**src/rtl/reg_bank_write_arbiter.sv**
```systemverilog
// reg_bank_write_arbiter
//
// Serialises writes from four requesters into a shared bank of four registers.
// A round-robin arbiter picks at most one requester per rising edge. The write is
// committed on that edge, and a one-cycle one-hot grant pulse is presented afterwards.
//
// Ports
//   clk_i       system clock, rising edge
//   rst_ni      asynchronous active-low reset
//   req_i       write request per requester (bit i = requester i)
//   wr_addr_i   flattened addresses, lane i = [AddrW*i +: AddrW]
//   wr_data_i   flattened data, lane i = [WIDTH*i +: WIDTH]
//   hold_i      suppresses new grants and writes while high
//   rd_addr_i   combinational read address
//   rd_data_o   bank[rd_addr_i], no write bypass
//   gnt_o       registered one-hot grant pulse
//   busy_o      high while a grant is presented
//   wr_count_o  completed-write counter, wraps modulo 256
module reg_bank_write_arbiter #(
  parameter int unsigned WIDTH    = 8,
  parameter int unsigned NUM_REQ  = 4,
  parameter int unsigned NUM_REGS = 4
) (
  input  logic                               clk_i,
  input  logic                               rst_ni,
  input  logic [NUM_REQ-1:0]                 req_i,
  input  logic [NUM_REQ*$clog2(NUM_REGS)-1:0] wr_addr_i,
  input  logic [NUM_REQ*WIDTH-1:0]           wr_data_i,
  input  logic                               hold_i,
  input  logic [$clog2(NUM_REGS)-1:0]        rd_addr_i,
  output logic [WIDTH-1:0]                   rd_data_o,
  output logic [NUM_REQ-1:0]                 gnt_o,
  output logic                               busy_o,
  output logic [7:0]                         wr_count_o
);

  localparam int unsigned AddrW   = $clog2(NUM_REGS);
  localparam int unsigned ReqIdxW = $clog2(NUM_REQ);

  logic [WIDTH-1:0]   bank_q [NUM_REGS];
  logic [WIDTH-1:0]   bank_d [NUM_REGS];
  logic [NUM_REQ-1:0] gnt_q, gnt_d;
  logic               busy_q, busy_d;
  logic [ReqIdxW-1:0] last_q, last_d;
  logic [7:0]         count_q, count_d;

  logic [NUM_REQ-1:0] eligible;
  logic               win_found;
  logic [ReqIdxW-1:0] win_idx;
  logic [ReqIdxW-1:0] cand;
  logic               do_write;

  // A requester whose grant is on the bus this cycle is masked, so it cannot be
  // written twice while it is still lowering req.
  assign eligible = req_i & ~gnt_q;

  // Rotating priority: scan last+1, last+2, ... wrapping around the requesters.
  always_comb begin
    win_found = 1'b0;
    win_idx   = '0;
    cand      = '0;
    for (int unsigned k = 1; k <= NUM_REQ; k++) begin
      cand = ReqIdxW'((32'(last_q) + k) % NUM_REQ);
      if (!win_found && eligible[cand]) begin
        win_found = 1'b1;
        win_idx   = cand;
      end
    end
  end

  assign do_write = win_found & ~hold_i;

  always_comb begin
    bank_d  = bank_q;
    gnt_d   = '0;
    busy_d  = 1'b0;
    last_d  = last_q;
    count_d = count_q;
    if (do_write) begin
      bank_d[wr_addr_i[win_idx*AddrW +: AddrW]] = wr_data_i[win_idx*WIDTH +: WIDTH];
      gnt_d[win_idx] = 1'b1;
      busy_d         = 1'b1;
      last_d         = win_idx;
      count_d        = count_q + 8'd1;
    end
  end

  always_ff @(posedge clk_i or negedge rst_ni) begin
    if (!rst_ni) begin
      for (int i = 0; i < NUM_REGS; i++) begin
        bank_q[i] <= '0;
      end
      gnt_q   <= '0;
      busy_q  <= 1'b0;
      // Last winner = highest index so requester 0 has first priority.
      last_q  <= ReqIdxW'(NUM_REQ - 1);
      count_q <= '0;
    end else begin
      for (int i = 0; i < NUM_REGS; i++) begin
        bank_q[i] <= bank_d[i];
      end
      gnt_q   <= gnt_d;
      busy_q  <= busy_d;
      last_q  <= last_d;
      count_q <= count_d;
    end
  end

  assign rd_data_o  = bank_q[rd_addr_i];
  assign gnt_o      = gnt_q;
  assign busy_o     = busy_q;
  assign wr_count_o = count_q;

endmodule

```
**config.mk**
```make
export PLATFORM = sky130hd
export DESIGN_NAME = reg_bank_write_arbiter
export DESIGN_NICKNAME = d
export VERILOG_FILES = /design/src/rtl/reg_bank_write_arbiter.sv
export SDC_FILE = /design/constraint.sdc
export NUM_CORES = 1
export LEC_CHECK = 0
export CAP_MARGIN = 40
export CORE_MARGIN = 10
export CORE_UTILIZATION = 50
export CTS_CLUSTER_SIZE = 12
export DETAILED_ROUTE_END_ITERATION = 12
export DONT_BUFFER_PORTS = 1
export SETUP_SLACK_MARGIN = 0.05
export SLEW_MARGIN = 20
export SYNTH_ARGS = -nofsm -noshare
export SYNTH_HDL_FRONTEND = slang
export SYNTH_SLANG_ARGS = --single-unit
```
**constraint.sdc**
```tcl
create_clock -name clk_i -period 2.5 [get_ports clk_i]
set_clock_uncertainty 0.05 [all_clocks]
set_input_delay 0.5 -clock clk_i [delete_from_list [all_inputs] [get_ports clk_i]]
set_output_delay 0.5 -clock clk_i [all_outputs]
set_load 0.02 [all_outputs]
```
Word-level counts from Yosys, hierarchy flattened:

Index checks and enable logic that the tools add are counted.
Widths: inputs -> output; s select.

* reductions and logical operators: 8
* add/sub/neg operators: 5
* shift-type cells: 2
* bitwise operators: 6
* multiplexer cells: 26
* $lt $le $gt $ge: 9

Operators by type and width (number)
* $bwmux 32: 1
* $shiftx 32x6->8: 1
* $mux 8: 3
* $bmux 8 s2: 1
* $demux 8 s2: 1
* $lt 2x3->1 const B: 5
* $mux 1: 10
* $add 8x1->8 const B: 1
* $bmux 1 s2: 4
* $mux 2: 4
* $shiftx 8x4->2: 1
* $ge 3x3->1 const B: 2
* $not 2->3: 2
* $logic_and 1x1->1: 5
* $add 2x1->2 const B: 2
* $add 2x2->2 const B: 2
* $and 4x4->4: 1
* $mux 4: 1
* $not 4->4: 1
* $logic_not 1->1: 3
* $lt 3x1->1 const B: 1
* $demux 1 s2: 1
* $ge 2x1->1 const B: 1
* $and 1x1->1: 1
* $not 1->1: 1

* flip-flop bits (word level): 47
* input bits: 49
* logic and storage cells: 64
* output and inout port bits: 21

Longest topological paths before layout:

* depth after elaboration: 21
* gate-level depth with buffers: 8
* gate-level depth less buffers: 6

Worst setup path before layout:

No wires, ideal clock.

* path kind: in2out
* from: input port rd_addr_i[0]
* to: output port rd_data_o[0]
* buffers on the path: 1
* arrival time: 1.555 ns
* stages: 2
* path slack: 0.395 ns
* data required time: 1.950 ns
* cells stage by stage: clkbuf_1 mux4_2

* longest elaborated chain between the ends: 4

RTL lines
* start, declared: line 30 `input logic [$clog2(NUM_REGS)-1:0] rd_addr_i,`
* $not 2->3 (implied by the code): line 109 `assign rd_data_o = bank_q[rd_addr_i];`
* $bmux 8 s2: line 109
* $mux 8 (implied by the code) (2 in a row): line 109
* end, declared: line 31 `output logic [WIDTH-1:0] rd_data_o,`

No other way between the ends. The select of a mux whose other input is x is not followed.

Worst setup path after layout:

* from: register gnt_q[3], in the netlist gnt_o[3]
* to: register bank_q[2] (netlist name)

* longest elaborated chain between the ends: 21
* elaborated cells on any way between the ends: 34
* classes of those cells: 2 x order compare; 2 x shift; 19 x mux; 4 x bitwise; 7 x reduce/logical

RTL lines
* start, declared: line 42 `logic [NUM_REQ-1:0] gnt_q, gnt_d;`
* start signal, assigned: line 102 `gnt_q <= gnt_d;`
* $not 4->4 (*): line 55 `assign eligible = req_i & ~gnt_q;`
* $and 4x4->4 (*): line 55
* $bmux 1 s2: line 64 `if (!win_found && eligible[cand]) begin`
* $mux 1 (implied by the code): line 64
* $mux 1: line 64
* $logic_not 1->1: line 64
* $logic_and 1x1->1: line 64
* $mux 1: line 64
* [... 5 more ...]
* $mux 2: line 64
* $shiftx 8x4->2: line 80 `bank_d[wr_addr_i[win_idx*AddrW +: AddrW]] = wr_data_i[win_idx*WIDTH +: WIDTH];`
* $not 2->3 (implied by the code): line 80
* $ge 3x3->1 (implied by the code) / $lt 3x1->1 (equally long branches): line 80
* $logic_and 1x1->1 (implied by the code): line 80
* $mux 8 (implied by the code): line 80
* $demux 8 s2: line 80
* $bwmux 32: line 80
* end signal, assigned by index: line 100 `bank_q[i] <= bank_d[i];`
* end, declared: line 40 `logic [WIDTH-1:0] bank_q [NUM_REGS];`

Mark *: on every way between the ends. The rest lies on a longest branch, timed or not. The select of a mux whose other input is x is not followed.
A chain may end at the register's enable or synchronous reset.

==> metrics list <==
* Worst slack at placement: between 60 and 70 ps
- After layout, the minimum clock period comes to about 2300 ps.
- Final Worst Setup Slack: 202.3 ps
- Counting stages on the worst path, the most repeated cell is sky130_fd_sc_hd__o211ai_4.
- Leakage Power: roughly 1.5 nW
- The slowest stage of the critical path belongs to the cell sky130_fd_sc_hd__o211ai_4.
- Maximum level of the CTS H-tree: 2
* Count of distinct cell types in the synthesized netlist: 40
- Total via count in the routed design: between 1500 and 2000
* Vias in the first global route: around 1900
* Clock Tree Buf Depth: 2
- Min-delay worst type: input port to register
- Worst-path clk slew: ~80 ps
* Power share of the combinational group: about half
- The placed instances occupy a cell area of roughly 0.0028 sq mm.
* Share of the synthesized area in the top cell type: between 40% and 50%
- After synthesis the netlist holds a flip-flop and latch count of 47.
- RSZ-0062 raised after global routing: no
* Synthesis-to-finish area growth: 7.560%
- Biggest cell delay along the critical path: ~480 ps
- Later-pin clock latency in the skew report: slightly below 300 ps
* Largest net degree at the start of global routing: 48
- In the global route stage, overall resource usage came out at roughly 14%.
- Number of ports placed on the die boundary: 70
- Across the run, the number of max-cap violations was 0.
- Along the worst path, the maximum fanout reaches 9.
* Hold Fails Final Rpt: 0
- In the final routed layout, each cell accounts on average for about 20 um.
- Top delay family on crit path: compound AO/OA/AOI/OAI gates
* Height of the chip: between 90 and 100 um
- Adding up every negative setup slack in the final design gives 0 ps.
- In the routed layout, each cell is associated on average with a via count of between 5 and 6.
- CP Launch Type: register
- Mapped Cells: ~220
- Antenna diode count: 0
- First-iteration detailed-routing DRC count: 31
* Predominant post-synthesis flop cell: sky130_fd_sc_hd__dfrtp_1
* Fill cell instance count of the final layout: between 400 and 500
- Fmax: ~440 MHz
* Clock buffers created by TritonCTS: 5
* Net switching power figure: roughly 1.6 mW
* Clk pwr share: a little under an eighth
- IR analysis of the VDD net gives a maximum drop of approximately 490 uV.
- Syn_nets: around 270
- After layout, the worst path uses between 90 and 100% of the clock period.
- Antenna violations before repair: 0
* Remaining design rule violation count: 0
* Total power density per cell area: about 1300 mW/mm^2
* Initial standard-cell utilization of the core: 50.82%
- Number of warnings printed during yosys synthesis: 0
- Summed area of non-filler cells in the final layout: 0.002973 sq mm
- The share of the Yosys chip area taken by registers is between 40% and 50%.
* DIE AREA: between 0.008 and 0.009 sq mm
- In this run, placement finished with an instance count of 292.
- Library cell occupying the most area in the post-synthesis netlist: sky130_fd_sc_hd__dfrtp_1
- The flow ran to the end, and the final reports show no timing, DRC or antenna violations.
- Setup violations remaining at the end of the flow were counted as 0.
- The first global-routing pass estimated ~9.8 mm of wire.
- The routed design has roughly 6.1 mm of wire.
- The first detailed-routing pass took 4 iterations.
* Ordered cell list for the critical path: or3b_4, o211ai_4, nand2_1, a32o_1, o211ai_4, mux2i_1
- The critical path contains buffers and inverters numbering 0 combined.
* Pint: approximately 2.2 mW
* TritonCTS clock tree: built
- Switching Fraction: between 40 and 50%
* Critical path capture point type: register
* Remaining number of nets flagged by the antenna check after routing: 0
- The congestion estimate from routability-driven global placement came to slightly above 0.8.
* Hold slack: approximately 450 ps
- Data required time at the worst endpoint: 2660 ps
- Fraction of layout cells with a size suffix above 1: between 20 and 25%
- The synthesized design contains 0 enable-type register cells.
- Counting flops with an async set or reset pin after synthesis yields a share of 100.0%.
- The count of buffers added on input and output ports is 0.
* Placement row count: 27
- Critical Setup Path Class: register to register
- Arr. time, crit path: about 2500 ps
- By area the synthesized netlist is led by sky130_fd_sc_hd__dfrtp_1 41%, sky130_fd_sc_hd__mux2i_1 17%, sky130_fd_sc_hd__mux4_2 6.5%.
- Core Box Area: 0.005439 sq mm
- The mapped netlist covers 0.002764 sq mm.
* Least-Margin Pin Slew: 530.9 ps
* Proportion of power drawn by flip-flops and latches: 38.2%
- Dividing the synthesized area by the synthesized cell count gives between 10 and 15 sq um.
* Number of nets in the layout: around 280
* Root Driver: sky130_fd_sc_hd__clkbuf_8
- Max-slew headroom at the worst pin: ~64%
* Total number of clock tree sinks: 47
- For this run, the number of standard cells in the final layout without fillers is 301.
- The total overflow left after global routing is 0.
- Post-DP HPWL: 4.586 mm
* Count of pins over their slew limit: 0
- In this run the horizontal extent of the chip is 94.35 um.
-- worst register-to-register path: stages (launching register included) --
cell and delay (ps):
sky130_fd_sc_hd__dfrtp_1 420, sky130_fd_sc_hd__or3b_4 410, sky130_fd_sc_hd__o211ai_4 150, sky130_fd_sc_hd__nand2_1 150, sky130_fd_sc_hd__a32o_1 310, sky130_fd_sc_hd__o211ai_4 480
sky130_fd_sc_hd__mux2i_1 260
-- cell usage in the layout (no fill, tap or decap), drive strengths merged, types with 2 or more instances in the layout --
cell type  synthesis  final
nor2               6      6
inv               36     36
and3               4      4
dfrtp             45     45
dfstp              2      2
nand2b             3      3
nand4b             3      3
nand3              5      5
clkbuf             1      6
xnor2              6      6
o311ai             2      2
mux2              10     10
o221ai             2      2
nand2              7      7
mux4               8      8
nand4              2      2
buf                7      7
mux2i             48     48
nor2b              2      2
o211ai             5      5
and2b              2      2
o21ai              3      3
-- power groups by stage --
stage | logic, mW | registers [mW] | clock network, mW
finish | 1.90 | 1.45 | 0.451
global route | 2.08 | 1.50 | 0.500
CTS | 1.92 | 1.46 | 0.471
detailed placement | 1.89 | 1.48 | 0
global placement | 1.81 | 1.45 | 0
floorplan | 1.63 | 1.41 | 0
-- cells by family (layout without fill, tap and decap cells) --
family          after synthesis  count (layout)  synth area share [%]
xor+xnor                      7               7                 2.218
flops                        47              47                 42.64
buf+inv                      44              51                 8.103
mux                          66              66                 29.06
fa+ha+maj                     1               1                0.4526
compound gates               19              19                 9.371
simple gates                 38              38                 8.148
-- cell type report --
| class | count | area [sq um] | share of cell area [%] |
|---|---|---|---|
| Sequential cell | 47 | 1179 | 39.65 |
| Tap cell | 72 | 90.09 | 3.030 |
| Clock inverter | 1 | 5.005 | 0.1684 |
| Clock buffer | 6 | 82.58 | 2.778 |
| Timing Repair Buffer | 8 | 95.09 | 3.199 |
| Inverter | 36 | 135.1 | 4.545 |
| Multi-Input combinational cell | 131 | 1386 | 46.63 |
-- sequential cells by signal (all words and copies together), names as in the netlist --
name,count
wr_count_o,8
gnt_o,4
bank_q,32
last_q,2
busy_o,1
-- cells in the mapped netlist, types with 2 or more instances --
| cell | n |
|---|---|
| sky130_fd_sc_hd__nor2_1 | 6 |
| sky130_fd_sc_hd__mux2i_1 | 48 |
| sky130_fd_sc_hd__buf_12 | 3 |
| sky130_fd_sc_hd__nand3_1 | 5 |
| sky130_fd_sc_hd__o311ai_2 | 2 |
| sky130_fd_sc_hd__nand4_1 | 2 |
| sky130_fd_sc_hd__nand2_1 | 7 |
| sky130_fd_sc_hd__buf_2 | 2 |
| sky130_fd_sc_hd__mux4_2 | 8 |
| sky130_fd_sc_hd__inv_1 | 36 |
| sky130_fd_sc_hd__dfstp_2 | 2 |
| sky130_fd_sc_hd__mux2_2 | 2 |
| sky130_fd_sc_hd__dfrtp_1 | 45 |
| sky130_fd_sc_hd__o221ai_2 | 2 |
| sky130_fd_sc_hd__xnor2_1 | 6 |
| sky130_fd_sc_hd__mux2_4 | 8 |
| sky130_fd_sc_hd__and2b_1 | 2 |
| sky130_fd_sc_hd__nor2b_1 | 2 |
| sky130_fd_sc_hd__nand4b_1 | 3 |
| sky130_fd_sc_hd__nand2b_1 | 3 |
| sky130_fd_sc_hd__o21ai_1 | 2 |
| sky130_fd_sc_hd__and3_1 | 4 |
| sky130_fd_sc_hd__o211ai_4 | 5 |
-- routing by layer --
metal  wire length [um]  global-route usage (%)  part of all wire, %
met1               2496                   15.95                   41
met2               3114                   23.86                   51
met3                449                   5.551                  7.3
met4                 52                   3.418                 0.85
met5                  0                       0                    0
-- path summary, 6_finish.rpt --
kind                                 endpoint  depth (start not counted)  slack, ps  startpoint
worst max-delay path                bank_q[2]                          6        200    gnt_o[3]
worst min-delay path                   busy_o                          2        450      hold_i
worst max register to register      bank_q[2]                          6        200    gnt_o[3]
worst min register to register      bank_q[0]                          2        470   bank_q[0]
max in group asynchronous           last_q[1]                          2       1470      rst_ni
min in group asynchronous       wr_count_o[5]                          2        650      rst_ni
-- stage by stage --
| step | util [%] | power (mW) |
|---|---|---|
| after floorplan | - | 3.043 |
| after global placement | 52.10 | 3.266 |
| after detailed placement | 52.10 | 3.364 |
| after CTS | 54.22 | 3.847 |
| after global routing | 54.66 | 4.075 |
| final | 54.66 | 3.808 |
-- what timing repair did --
action                                 4_1_cts  5_1_grt
resized for setup                            0        2
endpoints found under the hold margin       47        3
setup buffers                                0        0
setup endpoints to repair                    0       22
hold buffers                                 1        1
Note: power is estimated with default switching activity, not from simulation.
